[src/rtl/mips_pkg.sv]
// mips_pkg
//   Shared constants for the MIPS decode slice: opcode and funct
//   encodings, ALU operation codes, memory access sizes and the packed
//   layout of the ID/EX control word.
//   Control word bit order, MSB first:
//     [11] reg_write  [10] mem_read  [9] mem_write  [8] mem_to_reg
//     [7]  alu_src    [6]  link      [5:2] alu_op   [1:0] mem_size
package mips_pkg;

   localparam int NB_ADDR = 5;
   localparam int NB_CTRL = 12;

   localparam logic [NB_ADDR-1:0] REG_RA = 5'd31;

   typedef enum logic [5:0] {
      OP_SPECIAL = 6'h00,
      OP_J       = 6'h02,
      OP_JAL     = 6'h03,
      OP_BEQ     = 6'h04,
      OP_BNE     = 6'h05,
      OP_ADDIU   = 6'h09,
      OP_SLTI    = 6'h0A,
      OP_ANDI    = 6'h0C,
      OP_ORI     = 6'h0D,
      OP_XORI    = 6'h0E,
      OP_LUI     = 6'h0F,
      OP_LB      = 6'h20,
      OP_LH      = 6'h21,
      OP_LW      = 6'h23,
      OP_LBU     = 6'h24,
      OP_LHU     = 6'h25,
      OP_SB      = 6'h28,
      OP_SH      = 6'h29,
      OP_SW      = 6'h2B
   } opcode_e;

   typedef enum logic [5:0] {
      FN_SLL  = 6'h00,
      FN_SRL  = 6'h02,
      FN_SRA  = 6'h03,
      FN_SLLV = 6'h04,
      FN_SRLV = 6'h06,
      FN_SRAV = 6'h07,
      FN_JR   = 6'h08,
      FN_JALR = 6'h09,
      FN_ADDU = 6'h21,
      FN_SUBU = 6'h23,
      FN_AND  = 6'h24,
      FN_OR   = 6'h25,
      FN_XOR  = 6'h26,
      FN_NOR  = 6'h27,
      FN_SLT  = 6'h2A
   } funct_e;

   // ALU_ADD_LDU is the address add of an unsigned load; it tells MEM to
   // zero-extend the loaded byte/half instead of sign-extending it.
   typedef enum logic [3:0] {
      ALU_NONE    = 4'd0,
      ALU_ADD     = 4'd1,
      ALU_SUB     = 4'd2,
      ALU_AND     = 4'd3,
      ALU_OR      = 4'd4,
      ALU_XOR     = 4'd5,
      ALU_NOR     = 4'd6,
      ALU_SLT     = 4'd7,
      ALU_SLL     = 4'd8,
      ALU_SRL     = 4'd9,
      ALU_SRA     = 4'd10,
      ALU_SLLV    = 4'd11,
      ALU_SRLV    = 4'd12,
      ALU_SRAV    = 4'd13,
      ALU_LUI     = 4'd14,
      ALU_ADD_LDU = 4'd15
   } alu_op_e;

   typedef enum logic [1:0] {
      MEM_BYTE = 2'b00,
      MEM_HALF = 2'b01,
      MEM_WORD = 2'b10
   } mem_size_e;

   typedef struct packed {
      logic      reg_write;
      logic      mem_read;
      logic      mem_write;
      logic      mem_to_reg;
      logic      alu_src;
      logic      link;
      alu_op_e   alu_op;
      mem_size_e mem_size;
   } ctrl_t;

endpackage

[src/rtl/register_file.sv]
// register_file
//   General purpose register file: two asynchronous read ports, one
//   synchronous write port. Register 0 always reads as zero and ignores
//   writes. Synchronous reset clears every entry in one cycle.
//   Optional macro ID_WB_BYPASS_EN: a read port whose address matches a
//   non-zero write address while i_we=1 returns i_wr_data directly.
// Ports
//   i_clock, i_reset            clock, synchronous active-high reset
//   i_valid                     write is committed only when set
//   i_we, i_wr_addr, i_wr_data  write port
//   i_rd_addr_a/b, o_rd_data_a/b  read ports
module register_file
   import mips_pkg::*;
#(
   parameter int NB_REG = 32,
   parameter int N_REGS = 32
)(
   input  logic              i_clock,
   input  logic              i_reset,
   input  logic              i_valid,
   input  logic              i_we,
   input  logic [NB_ADDR-1:0] i_wr_addr,
   input  logic [NB_REG-1:0] i_wr_data,
   input  logic [NB_ADDR-1:0] i_rd_addr_a,
   input  logic [NB_ADDR-1:0] i_rd_addr_b,
   output logic [NB_REG-1:0] o_rd_data_a,
   output logic [NB_REG-1:0] o_rd_data_b
);

   logic [NB_REG-1:0] regs [N_REGS];

   always_ff @(posedge i_clock) begin
      if (i_reset) begin
         regs <= '{default: '0};
      end else if (i_valid && i_we && (i_wr_addr != '0)) begin
         regs[i_wr_addr] <= i_wr_data;
      end
   end

   always_comb begin
      o_rd_data_a = (i_rd_addr_a == '0) ? '0 : regs[i_rd_addr_a];
      o_rd_data_b = (i_rd_addr_b == '0) ? '0 : regs[i_rd_addr_b];
`ifdef ID_WB_BYPASS_EN
      if (i_we && (i_wr_addr != '0) && (i_wr_addr == i_rd_addr_a)) begin
         o_rd_data_a = i_wr_data;
      end
      if (i_we && (i_wr_addr != '0) && (i_wr_addr == i_rd_addr_b)) begin
         o_rd_data_b = i_wr_data;
      end
`endif
   end

endmodule

[src/rtl/instruction_decode.sv]
// instruction_decode
//   MIPS ID stage: register file access, instruction decode, load-use and
//   ID-resolved branch hazard detection, branch/jump resolution and the
//   ID/EX pipeline register.
//   Optional macro ID_WB_BYPASS_EN: same-cycle writeback write-through to
//   the register read ports (and thus to o_rs and the branch compare).
// Ports
//   i_clock, i_reset          clock, synchronous active-high reset
//   i_valid                   pipeline advance enable
//   i_instr, i_pc             instruction and pc+4 from fetch
//   i_wb_we/addr/data         writeback port
//   i_ex_mem_read, i_ex_reg_write, i_ex_wr_addr   EX-stage hazard info
//   o_inm_i, o_inm_j, o_rs, o_jump_inm, o_jump_rs, o_branch, o_hazard
//                             combinational, to fetch
//   o_rs_data ... o_ctrl      registered ID/EX outputs
module instruction_decode
   import mips_pkg::*;
#(
   parameter int NB_REG   = 32,
   parameter int NB_INSTR = 32,
   parameter int N_REGS   = 32
)(
   input  logic                i_clock,
   input  logic                i_reset,
   input  logic                i_valid,
   input  logic [NB_INSTR-1:0] i_instr,
   input  logic [NB_REG-1:0]   i_pc,
   input  logic                i_wb_we,
   input  logic [NB_ADDR-1:0]  i_wb_addr,
   input  logic [NB_REG-1:0]   i_wb_data,
   input  logic                i_ex_mem_read,
   input  logic                i_ex_reg_write,
   input  logic [NB_ADDR-1:0]  i_ex_wr_addr,
   output logic [15:0]         o_inm_i,
   output logic [25:0]         o_inm_j,
   output logic [NB_REG-1:0]   o_rs,
   output logic                o_jump_inm,
   output logic                o_jump_rs,
   output logic                o_branch,
   output logic                o_hazard,
   output logic [NB_REG-1:0]   o_rs_data,
   output logic [NB_REG-1:0]   o_rt_data,
   output logic [NB_REG-1:0]   o_inm_ext,
   output logic [NB_REG-1:0]   o_pc,
   output logic [NB_ADDR-1:0]  o_rs_addr,
   output logic [NB_ADDR-1:0]  o_rt_addr,
   output logic [NB_ADDR-1:0]  o_wr_addr,
   output logic [NB_CTRL-1:0]  o_ctrl
);

   logic [5:0]         opcode;
   logic [5:0]         funct;
   logic [NB_ADDR-1:0] rs_addr;
   logic [NB_ADDR-1:0] rt_addr;
   logic [NB_ADDR-1:0] rd_addr;
   logic [NB_REG-1:0]  rs_data;
   logic [NB_REG-1:0]  rt_data;
   logic [NB_REG-1:0]  inm_ext;

   ctrl_t              dec_ctrl;
   logic [NB_ADDR-1:0] dec_wr_addr;
   logic               uses_rs;
   logic               uses_rt;
   logic               zero_ext;
   logic               is_beq;
   logic               is_bne;
   logic               is_jump_inm;
   logic               is_jump_rs;
   logic               src_hit;

   assign opcode  = i_instr[31:26];
   assign funct   = i_instr[5:0];
   assign rs_addr = i_instr[25:21];
   assign rt_addr = i_instr[20:16];
   assign rd_addr = i_instr[15:11];

   register_file #(
      .NB_REG (NB_REG),
      .N_REGS (N_REGS)
   ) u_register_file (
      .i_clock     (i_clock),
      .i_reset     (i_reset),
      .i_valid     (i_valid),
      .i_we        (i_wb_we),
      .i_wr_addr   (i_wb_addr),
      .i_wr_data   (i_wb_data),
      .i_rd_addr_a (rs_addr),
      .i_rd_addr_b (rt_addr),
      .o_rd_data_a (rs_data),
      .o_rd_data_b (rt_data)
   );

   assign o_inm_i = i_instr[15:0];
   assign o_inm_j = i_instr[25:0];
   assign o_rs    = rs_data;

   assign inm_ext = zero_ext ? {{(NB_REG-16){1'b0}}, i_instr[15:0]}
                             : {{(NB_REG-16){i_instr[15]}}, i_instr[15:0]};

   // Decode is suppressed during reset so the instruction behaves as a NOP
   // and no hazard, branch or jump can be signalled to fetch.
   always_comb begin
      dec_ctrl    = '0;
      dec_wr_addr = '0;
      uses_rs     = 1'b0;
      uses_rt     = 1'b0;
      zero_ext    = 1'b0;
      is_beq      = 1'b0;
      is_bne      = 1'b0;
      is_jump_inm = 1'b0;
      is_jump_rs  = 1'b0;
      if (!i_reset) begin
         case (opcode)
            OP_SPECIAL: begin
               dec_wr_addr        = rd_addr;
               dec_ctrl.reg_write = 1'b1;
               uses_rs            = 1'b1;
               uses_rt            = 1'b1;
               case (funct)
                  FN_SLL:  begin dec_ctrl.alu_op = ALU_SLL;  uses_rs = 1'b0; end
                  FN_SRL:  begin dec_ctrl.alu_op = ALU_SRL;  uses_rs = 1'b0; end
                  FN_SRA:  begin dec_ctrl.alu_op = ALU_SRA;  uses_rs = 1'b0; end
                  FN_SLLV: dec_ctrl.alu_op = ALU_SLLV;
                  FN_SRLV: dec_ctrl.alu_op = ALU_SRLV;
                  FN_SRAV: dec_ctrl.alu_op = ALU_SRAV;
                  FN_ADDU: dec_ctrl.alu_op = ALU_ADD;
                  FN_SUBU: dec_ctrl.alu_op = ALU_SUB;
                  FN_AND:  dec_ctrl.alu_op = ALU_AND;
                  FN_OR:   dec_ctrl.alu_op = ALU_OR;
                  FN_XOR:  dec_ctrl.alu_op = ALU_XOR;
                  FN_NOR:  dec_ctrl.alu_op = ALU_NOR;
                  FN_SLT:  dec_ctrl.alu_op = ALU_SLT;
                  FN_JR: begin
                     dec_ctrl    = '0;
                     dec_wr_addr = '0;
                     uses_rt     = 1'b0;
                     is_jump_rs  = 1'b1;
                  end
                  FN_JALR: begin
                     // Link value is pc+4, carried to EX on o_pc.
                     dec_ctrl.alu_op = ALU_ADD;
                     dec_ctrl.link   = 1'b1;
                     uses_rt         = 1'b0;
                     is_jump_rs      = 1'b1;
                  end
                  default: begin
                     dec_ctrl    = '0;
                     dec_wr_addr = '0;
                     uses_rs     = 1'b0;
                     uses_rt     = 1'b0;
                  end
               endcase
            end
            OP_ADDIU, OP_SLTI, OP_ANDI, OP_ORI, OP_XORI: begin
               dec_wr_addr        = rt_addr;
               dec_ctrl.reg_write = 1'b1;
               dec_ctrl.alu_src   = 1'b1;
               uses_rs            = 1'b1;
               case (opcode)
                  OP_ADDIU: dec_ctrl.alu_op = ALU_ADD;
                  OP_SLTI:  dec_ctrl.alu_op = ALU_SLT;
                  OP_ANDI:  begin dec_ctrl.alu_op = ALU_AND; zero_ext = 1'b1; end
                  OP_ORI:   begin dec_ctrl.alu_op = ALU_OR;  zero_ext = 1'b1; end
                  default:  begin dec_ctrl.alu_op = ALU_XOR; zero_ext = 1'b1; end
               endcase
            end
            OP_LUI: begin
               dec_wr_addr        = rt_addr;
               dec_ctrl.reg_write = 1'b1;
               dec_ctrl.alu_src   = 1'b1;
               dec_ctrl.alu_op    = ALU_LUI;
            end
            OP_LB, OP_LH, OP_LW, OP_LBU, OP_LHU: begin
               dec_wr_addr         = rt_addr;
               dec_ctrl.reg_write  = 1'b1;
               dec_ctrl.mem_read   = 1'b1;
               dec_ctrl.mem_to_reg = 1'b1;
               dec_ctrl.alu_src    = 1'b1;
               dec_ctrl.alu_op     = ALU_ADD;
               uses_rs             = 1'b1;
               case (opcode)
                  OP_LB:   dec_ctrl.mem_size = MEM_BYTE;
                  OP_LH:   dec_ctrl.mem_size = MEM_HALF;
                  OP_LBU:  begin dec_ctrl.mem_size = MEM_BYTE; dec_ctrl.alu_op = ALU_ADD_LDU; end
                  OP_LHU:  begin dec_ctrl.mem_size = MEM_HALF; dec_ctrl.alu_op = ALU_ADD_LDU; end
                  default: dec_ctrl.mem_size = MEM_WORD;
               endcase
            end
            OP_SB, OP_SH, OP_SW: begin
               dec_ctrl.mem_write = 1'b1;
               dec_ctrl.alu_src   = 1'b1;
               dec_ctrl.alu_op    = ALU_ADD;
               uses_rs            = 1'b1;
               uses_rt            = 1'b1;
               case (opcode)
                  OP_SB:   dec_ctrl.mem_size = MEM_BYTE;
                  OP_SH:   dec_ctrl.mem_size = MEM_HALF;
                  default: dec_ctrl.mem_size = MEM_WORD;
               endcase
            end
            OP_BEQ: begin
               uses_rs = 1'b1;
               uses_rt = 1'b1;
               is_beq  = 1'b1;
            end
            OP_BNE: begin
               uses_rs = 1'b1;
               uses_rt = 1'b1;
               is_bne  = 1'b1;
            end
            OP_J: begin
               is_jump_inm = 1'b1;
            end
            OP_JAL: begin
               dec_wr_addr        = REG_RA;
               dec_ctrl.reg_write = 1'b1;
               dec_ctrl.link      = 1'b1;
               dec_ctrl.alu_op    = ALU_ADD;
               is_jump_inm        = 1'b1;
            end
            default: ;
         endcase
      end
   end

   // A load in EX stalls any consumer; a plain ALU result in EX only stalls
   // instructions that need their operands already in ID (branches, JR/JALR).
   always_comb begin
      src_hit = (i_ex_wr_addr != '0) &&
                ((uses_rs && (rs_addr == i_ex_wr_addr)) ||
                 (uses_rt && (rt_addr == i_ex_wr_addr)));
      o_hazard = src_hit &&
                 (i_ex_mem_read ||
                  (i_ex_reg_write && (is_beq || is_bne || is_jump_rs)));
      o_branch   = !o_hazard &&
                   ((is_beq && (rs_data == rt_data)) ||
                    (is_bne && (rs_data != rt_data)));
      o_jump_inm = !o_hazard && is_jump_inm;
      o_jump_rs  = !o_hazard && is_jump_rs;
   end

   always_ff @(posedge i_clock) begin
      if (i_reset) begin
         o_rs_data <= '0;
         o_rt_data <= '0;
         o_inm_ext <= '0;
         o_pc      <= '0;
         o_rs_addr <= '0;
         o_rt_addr <= '0;
         o_wr_addr <= '0;
         o_ctrl    <= '0;
      end else if (i_valid) begin
         o_rs_data <= rs_data;
         o_rt_data <= rt_data;
         o_inm_ext <= inm_ext;
         o_pc      <= i_pc;
         o_rs_addr <= rs_addr;
         o_rt_addr <= rt_addr;
         if (o_hazard) begin
            o_ctrl    <= '0;
            o_wr_addr <= '0;
         end else begin
            o_ctrl    <= dec_ctrl;
            o_wr_addr <= dec_wr_addr;
         end
      end
   end

endmodule

[config.mk]
export PLATFORM = sky130hd
export DESIGN_NAME = instruction_decode
export DESIGN_NICKNAME = d
export VERILOG_FILES = /design/src/rtl/mips_pkg.sv /design/src/rtl/register_file.sv /design/src/rtl/instruction_decode.sv
export SDC_FILE = /design/constraint.sdc
export NUM_CORES = 2
export LEC_CHECK = 0
export ABC_AREA = 1
export ABC_CLOCK_PERIOD_IN_PS = 3120
export BUFFER_PORTS_ARGS = -buffer_cell sky130_fd_sc_hd__buf_2
export CORE_MARGIN = 10
export CORE_UTILIZATION = 35
export CTS_BUF_LIST = sky130_fd_sc_hd__clkbuf_4
export CTS_CLUSTER_SIZE = 20
export DETAILED_ROUTE_END_ITERATION = 12
export PLACE_DENSITY = 0.62
export SLEW_MARGIN = 15
export SYNTH_ARGS = -nofsm -noshare
export SYNTH_HDL_FRONTEND = slang
export SYNTH_SLANG_ARGS = --single-unit
[constraint.sdc]
create_clock -name i_clock -period 3.12 [get_ports i_clock]
set_input_delay 0.312 -clock i_clock [delete_from_list [all_inputs] [get_ports i_clock]]
set_output_delay 0.312 -clock i_clock [all_outputs]
set_load 0.01 [all_outputs]
* Word-level counts from Yosys, hierarchy flattened
Cells that the tools add are included.
Storage, ports and cells: register bits after elaboration 1179, logic and storage cells 176, input bits 112, output and inout bits 233
Operators by class: muxes and demuxes 49, bitwise gates (word level) 3, reduce and logical (&&, ||, !) cells 44, order comparisons 4, equal/unequal tests 36
Operator list (number):
- $bwmux 1024 | 1
- $bmux 32 s5 | 2
- $mux 32 | 8
- $demux 32 s5 | 1
- $eq 6x6->1 const B | 15
- $pmux 4 s13 | 1
- $eq 6x4->1 const B | 8
- $eq 32x32->1 | 1
- $ne 32x32->1 | 1
- $eq 6x3->1 const B | 5
- $reduce_or 14->1 | 2
- $eq 6x2->1 const B | 4
- $reduce_or 12->1 | 2
- $pmux 4 s5 | 1
- $ge 6x6->1 const B | 3
- $not 5->6 | 3
- $mux 1 | 17
- $pmux 1 s2 | 8
- $mux 5 | 3
- $pmux 5 s3 | 1
- $reduce_or 15->1 | 1
- $reduce_or 5->1 | 3
- $reduce_or 2->1 | 7
- $logic_and 1x1->1 | 13
- other kinds (15) | 25

* Depth between registers and ports, before layout
depth after elaboration 11, gate-level depth with buffers 22, gate-level depth less buffers 19

* By module
A second synthesis with hierarchy kept.
Second synthesis, totals: cell total of the unflattened synthesis 10290, area total of the unflattened synthesis 63108.0 sq um
By module, submodules not included:
- register_file | area each 56489.2 sq um, cells each 9360, sequential area each 20499.7 sq um, times used 1
- instruction_decode | area each 6618.8 sq um, cells each 930, sequential area each 2782.7 sq um, times used 1

* Least setup slack after synthesis
Ideal clock, no wire load.
path type input to output, from input i_instr[24], to output o_branch, arrival time 2.086 ns, cell stages on the path 15, path slack 0.722 ns, required time 2.808 ns, cells stage by stage buf_2 -> nor2_2 -> clkbuf_1 -> nand3_1 -> nand3_1 -> nor2_1 -> nor2_1 -> nand2_1 -> nand2_1 -> nand2_1 -> nor2_1 -> nand2_1 -> nor2_1 -> a21oi_1 -> nor2_1
On the way: word-level cells in the longest chain between the ends 9, elaborated cells on any way between the ends 18, classes of those cells eq/ne: 3; mux: 4; bitwise: 1; reduce/logical: 10
Ends and longest elaborated chain:
- start, declared | RTL line instruction_decode.sv:26 | input logic [NB_INSTR-1:0] i_instr,
- $not 5->6 (not written as such) | RTL line register_file.sv:41 | o_rd_data_a = (i_rd_addr_a == '0) ? '0 : regs[i_rd_addr_a];
- $bmux 32 s5 | RTL line register_file.sv:41
- $mux 32 (not written as such) (2 in a row) | RTL line register_file.sv:41
- $mux 32 * | RTL line register_file.sv:41
- named net o_rs[28] | RTL line instruction_decode.sv:36 | output logic [NB_REG-1:0] o_rs,
- $eq 32x32->1 / $ne 32x32->1 (equally long branches) | RTL line instruction_decode.sv:236, instruction_decode.sv:237
- $logic_and 1x1->1 (on tied branches) | RTL line instruction_decode.sv:236, instruction_decode.sv:237
- $logic_or 1x1->1 * | RTL line instruction_decode.sv:236 | ((is_beq && (rs_data == rt_data)) ||
- $logic_and 1x1->1 * | RTL line instruction_decode.sv:235 | o_branch = !o_hazard &&
- end, declared | RTL line instruction_decode.sv:39 | output logic o_branch,
Mark *: on every way through the listed nets, which the timed path passes. The rest lies on a longest branch. The select of a mux whose other input is x is not followed.

* Worst setup path after layout
from register u_register_file.regs[431] in the netlist's numbering, to output o_branch
On the way: word-level cells in the longest chain between the ends 8, elaborated cells on any way between the ends 14, classes of those cells eq/ne: 2; mux: 8; reduce/logical: 4
Ends and longest elaborated chain:
- start, declared | RTL line register_file.sv:30 | logic [NB_REG-1:0] regs [N_REGS];
- start signal, assigned by index | RTL line register_file.sv:36 | regs[i_wr_addr] <= i_wr_data;
- $bmux 32 s5 (on tied branches) | RTL line register_file.sv:41, register_file.sv:42
- $mux 32 (on tied branches) (3 in a row) | RTL line register_file.sv:41, register_file.sv:42
- $eq 32x32->1 / $ne 32x32->1 (equally long branches) | RTL line instruction_decode.sv:236, instruction_decode.sv:237
- $logic_and 1x1->1 (on tied branches) | RTL line instruction_decode.sv:236, instruction_decode.sv:237
- $logic_or 1x1->1 * | RTL line instruction_decode.sv:236
- $logic_and 1x1->1 * | RTL line instruction_decode.sv:235
Mark *: on every way between the ends. The rest lies on a longest branch, timed or not. The select of a mux whose other input is x is not followed.

==> impl_results.md <==
- Outcome: finished, violations left
- Violated checks: hold timing, setup timing
- Top cell by count, worst path: sky130_fd_sc_hd__nor2_4
- Int Power: 0.0246 W
- Clock latency at the later pin of the worst-skew pair: 1.40 ns
- Top cell family by delay on the critical path: simple AND/OR/NAND/NOR gates
- Compound-Gate Fraction of Synth Area: 21.9%
- Non-filler instance count after layout: 13259
- Dominant combinational cell family by area after synthesis: simple AND/OR/NAND/NOR gates
- Proportion of layout cells with a drive suffix above 1: 20.5%
- Worst setup skew after layout: 0.125 ns
- Final period utilization: 129%
- Synthesis warning total: 0
- Unrepaired setup endpoints after global routing: yes
- Mean Syn Cell Area: 6.33 µm²
- Number of endpoints with negative hold slack in the final report: 2
- Routed Wire Length: 311 mm
- Residual overflow from global routing: 0
- Number of iterations in the first detailed-routing pass: 8
- Worst setup path class: reg -> out
- Crit path largest cell delay: 0.36 ns
- HPWL after detailed placement: 204 mm
- Flop-to-flop setup slack: 0.89 ns
- Worst EP arrival: 3.70 ns
- Wire length of the first global-routing pass: 450 mm
- Number of synthesized register bits: 1163
- Hold_sp: i_instr[27]
- Clock sinks: 1163
- Number of routed nets with antenna violations: 0
- Max-cap violations: 0
- Signed area change from the synthesized netlist to the final layout: 27.0%
- Master cell of the clock root buffer: sky130_fd_sc_hd__clkbuf_4
- Share of total power consumed by net switching: 32.3%
- Commonest cells after routing, fill and taps aside: 1901 x sky130_fd_sc_hd__nand2_1, 1235 x sky130_fd_sc_hd__o21ai_0, 1183 x sky130_fd_sc_hd__nor2_1, 1057 x sky130_fd_sc_hd__dfxtp_1, 1005 x sky130_fd_sc_hd__nand3_1
- Gpl congestion: 1.02
- Fin crit period: 4.01 ns
- Setup violators final: 6
- Crit Path Max Fanout: 3
- Mapped Cells: 9893
- Effective utilization at floorplan: 35.1%
- Bufs and invs on worst path: 2
- CP endpoint kind: primary output
- CP required: 2.81 ns
- Mux cell area share after synthesis: 0%
- Setup WS pre-CTS: -0.787 ns
- Crit-path slowest cell: sky130_fd_sc_hd__dfxtp_1
- Max Freq: 0.249 GHz
- Worst min-delay path class: in -> reg
- Reg-to-reg endpoint: o_rs_data[22]$_SDFFE_PP0P_
- Final instance area: 79500 µm²
- Clk network pwr share: 39.1%
- Part of the Yosys area used for sequential elements: 37.2%
- Avg Vias per Cell: 5.63
- Total vias in the final route: 74628
- Cell area after technology mapping: 62600 µm²
- Via count of the first global-routing pass: 68615
- Filler Cell Count: 17999
- Setup_tns: -1.11 ns
- Global routing usage summed across all routing layers: 29.8%
- Slew at the pin with the worst max-slew slack: 1.23 ns
- Hold Path Depth: 8
- CTS buffer count: 339
- Total number of placement rows: 155
- # IOs: 345
- Wirelength per Cell: 23.4 µm
- Clock tree from TritonCTS: yes
- Most common library cell in the layout ignoring fill and taps: sky130_fd_sc_hd__nand2_1
- Max-slew headroom: 17.8%
- Worst setup margin: -0.894 ns
- Largest vdd supply drop: 0.351 mV
- Clock slew seen by the registers of the worst setup and hold paths: 0.08 ns
- Combinational cell fraction of total power: 19.0%
- Synthesized-area fraction occupied by and/or/nand/nor cells: 29.2%
- Number of DRC markers after the initial detailed-route iteration: 10416
- Post-synthesis xor/xnor area fraction: 0.0839%
- Yosys cell types: 32
- Hold slack final: -0.0950 ns
- Layout Nets: 10772
- Port buffer count: 344
- Cell area after placement: 70600 µm²
- Height of the die: 443 µm
- Horizontal extent of the die: 443 µm
- Largest net degree at the start of global routing: 242
- Beginning of the worst register-to-register path: u_register_file.regs[86]$_SDFFE_PP0P_
- Area of the core: 178000 µm²
- Cell area power density: 456 nW/µm²
- Number of pins with negative max-slew slack in the final report: 0
- Depth of the worst register-to-register path: 11
- Residual DRC: 0
- Placed cell count: 12413
- Switching Power: 0.0117 W
- Adder-cell area share of the yosys netlist: 0%
- Die area: 196000 µm²
- Static leakage power: 35.0 nW
- Critical Path, Cell by Cell: o21ai_0 > o21ai_0 > nand2_1 > nand3_1 > nor2_1 > nor2_1 > nand2_1 > nand2_2 > buf_12 > nand2_8 > nor2_4 > nand2_4 > nor2_4 > a21oi_2 > nor2_4 > buf_6
- Worst Setup Start Kind: flip-flop
- Portion of total power attributed to sequential cells: 41.8%
- Endpoint of the worst hold path: o_ctrl[3]$_SDFFE_PP0P_
- H-tree lvl count: 5
- Syn_nets: 10005
- Antenna violations before repair: 33
- Worst-case clock buffer depth: 4
==> state kept, by name, indices dropped and copies added (netlist names) <==
register	cells
u_register_file.regs	1024
o_rs_addr	5
o_wr_addr	5
o_rt_data	32
o_rt_addr	5
o_rs_data	32
o_ctrl	11
o_inm_ext	17
o_pc	32
==> cell usage after synthesis <==
master | number | share of area (%)
sky130_fd_sc_hd__a21oi_2 | 1 | 0.014
sky130_fd_sc_hd__o211ai_1 | 359 | 4.3
sky130_fd_sc_hd__buf_6 | 32 | 0.58
sky130_fd_sc_hd__o21a_1 | 1 | 0.012
sky130_fd_sc_hd__nor2_1 | 1309 | 7.8
sky130_fd_sc_hd__nand2_1 | 2035 | 12
sky130_fd_sc_hd__nor4_1 | 5 | 0.050
sky130_fd_sc_hd__buf_1 | 83 | 0.50
sky130_fd_sc_hd__dfxtp_1 | 1163 | 37
sky130_fd_sc_hd__o221ai_1 | 3 | 0.042
sky130_fd_sc_hd__inv_1 | 755 | 4.5
sky130_fd_sc_hd__a21oi_1 | 826 | 6.6
sky130_fd_sc_hd__nand4_1 | 10 | 0.10
sky130_fd_sc_hd__clkbuf_1 | 484 | 2.9
sky130_fd_sc_hd__nand3_1 | 1091 | 8.7
sky130_fd_sc_hd__xnor2_1 | 2 | 0.028
sky130_fd_sc_hd__nor3b_1 | 1 | 0.012
sky130_fd_sc_hd__buf_2 | 246 | 2.0
sky130_fd_sc_hd__inv_2 | 9 | 0.054
sky130_fd_sc_hd__clkinv_1 | 17 | 0.10
sky130_fd_sc_hd__o31ai_1 | 2 | 0.024
sky130_fd_sc_hd__o21ai_1 | 23 | 0.18
sky130_fd_sc_hd__nor3_1 | 23 | 0.18
sky130_fd_sc_hd__o21ai_0 | 1278 | 10
sky130_fd_sc_hd__nor4b_1 | 1 | 0.014
sky130_fd_sc_hd__xor2_1 | 4 | 0.056
sky130_fd_sc_hd__a22o_1 | 39 | 0.55
sky130_fd_sc_hd__or2_2 | 3 | 0.030
sky130_fd_sc_hd__nor2_2 | 5 | 0.050
sky130_fd_sc_hd__nor2b_1 | 2 | 0.020
sky130_fd_sc_hd__a31oi_1 | 1 | 0.010
sky130_fd_sc_hd__buf_4 | 80 | 0.96
==> cell type report <==
type	count	area (µm²)	area share, %
Clock buffer	463	3480	4.37
Antenna cell	25	62.6	0.0787
Tap cell	2355	2950	3.70
Timing Repair Buffer	1351	12100	15.2
Sequential cell	1163	23400	29.4
Inverter	781	2970	3.74
Clock inverter	97	464	0.584
Multi-Input combinational cell	7024	34100	42.8
==> cells by family (layout without fill, tap and decap cells) <==
group | after synthesis | count (layout)
XOR/XNOR | 6 | 6
other | 0 | 25
AND/OR/NAND/NOR | 4485 | 4485
buffers and inverters | 1706 | 2692
AO/OA/AOI/OAI | 2533 | 2533
flip-flops | 1163 | 1163
==> worst max path at each step <==
stage	startpoint	to	slack, ns	cells past startpoint
2_1_floorplan	i_instr[24]	o_branch	0.72	15
4_1_cts	u_register_file.regs[975]$_SDFFE_PP0P_	o_branch	-0.90	19
5_1_grt	u_register_file.regs[271]$_SDFFE_PP0P_	o_branch	-1.00	17
3_3_place_gp	i_instr[25]	o_branch	-0.86	18
6_report	u_register_file.regs[431]$_SDFFE_PP0P_	o_branch	-0.89	16
3_5_place_dp	i_instr[25]	o_branch	-0.79	18
==> layer usage <==
| metal | track usage [%] | wire length (µm) | part of all wire, % | vias to the layer above |
|---|---|---|---|---|
| met4 | 21.7 | 24900 | 8.0 | 8 |
| met3 | 6.48 | 33600 | 11 | 1088 |
| met2 | 45.0 | 132000 | 43 | 4646 |
| met1 | 37.3 | 120000 | 39 | 34742 |
| li1 | - | - | - | 34144 |
| met5 | 0 | 64 | 0.021 | - |
==> worst reg2reg max path, stage by stage, from the launching register on <==
cell and delay (ns):
sky130_fd_sc_hd__dfxtp_2 0.32, sky130_fd_sc_hd__inv_2 0.04, sky130_fd_sc_hd__a21oi_2 0.10, sky130_fd_sc_hd__o21ai_1 0.07, sky130_fd_sc_hd__nand3_1 0.14, sky130_fd_sc_hd__nand3_4 0.15, sky130_fd_sc_hd__buf_4 0.17, sky130_fd_sc_hd__nand2_2 0.10
sky130_fd_sc_hd__nand3_2 0.09, sky130_fd_sc_hd__dlygate4sd3_1 0.58, sky130_fd_sc_hd__buf_4 0.19, sky130_fd_sc_hd__o21ai_0 0.16
==> what timing repair did <==
item / CTS / global route
hold buffers: 253 / 10
gates resized for setup: 414 / 417
buffers inserted: 20 / 20
setup endpoints to repair: 31 / 37
pin swaps: 124 / 208
endpoints found under the hold margin: 1163 / 6
==> power by group through the flow <==
stage | sequential [W] | clock (W) | combinational (W)
after global placement | 0.0155 | 0 | 0.00589
after global routing | 0.0152 | 0.0151 | 0.00721
after floorplan | 0.0155 | 0 | 0.00295
after CTS | 0.0152 | 0.0143 | 0.00648
after detailed placement | 0.0155 | 0 | 0.00592
final | 0.0152 | 0.0142 | 0.00691
==> metrics by stage <==
| step | total power, W | utilization, % |
|---|---|---|
| 6_report | 0.0363 | 44.6 |
| 5_1_grt | 0.0375 | 44.6 |
| 4_1_cts | 0.0360 | 43.9 |
| 3_5_place_dp | 0.0214 | 39.6 |
| 3_3_place_gp | 0.0214 | 39.6 |
| 2_1_floorplan | 0.0185 | - |
No activity file was read; power rests on OpenSTA's default activity.
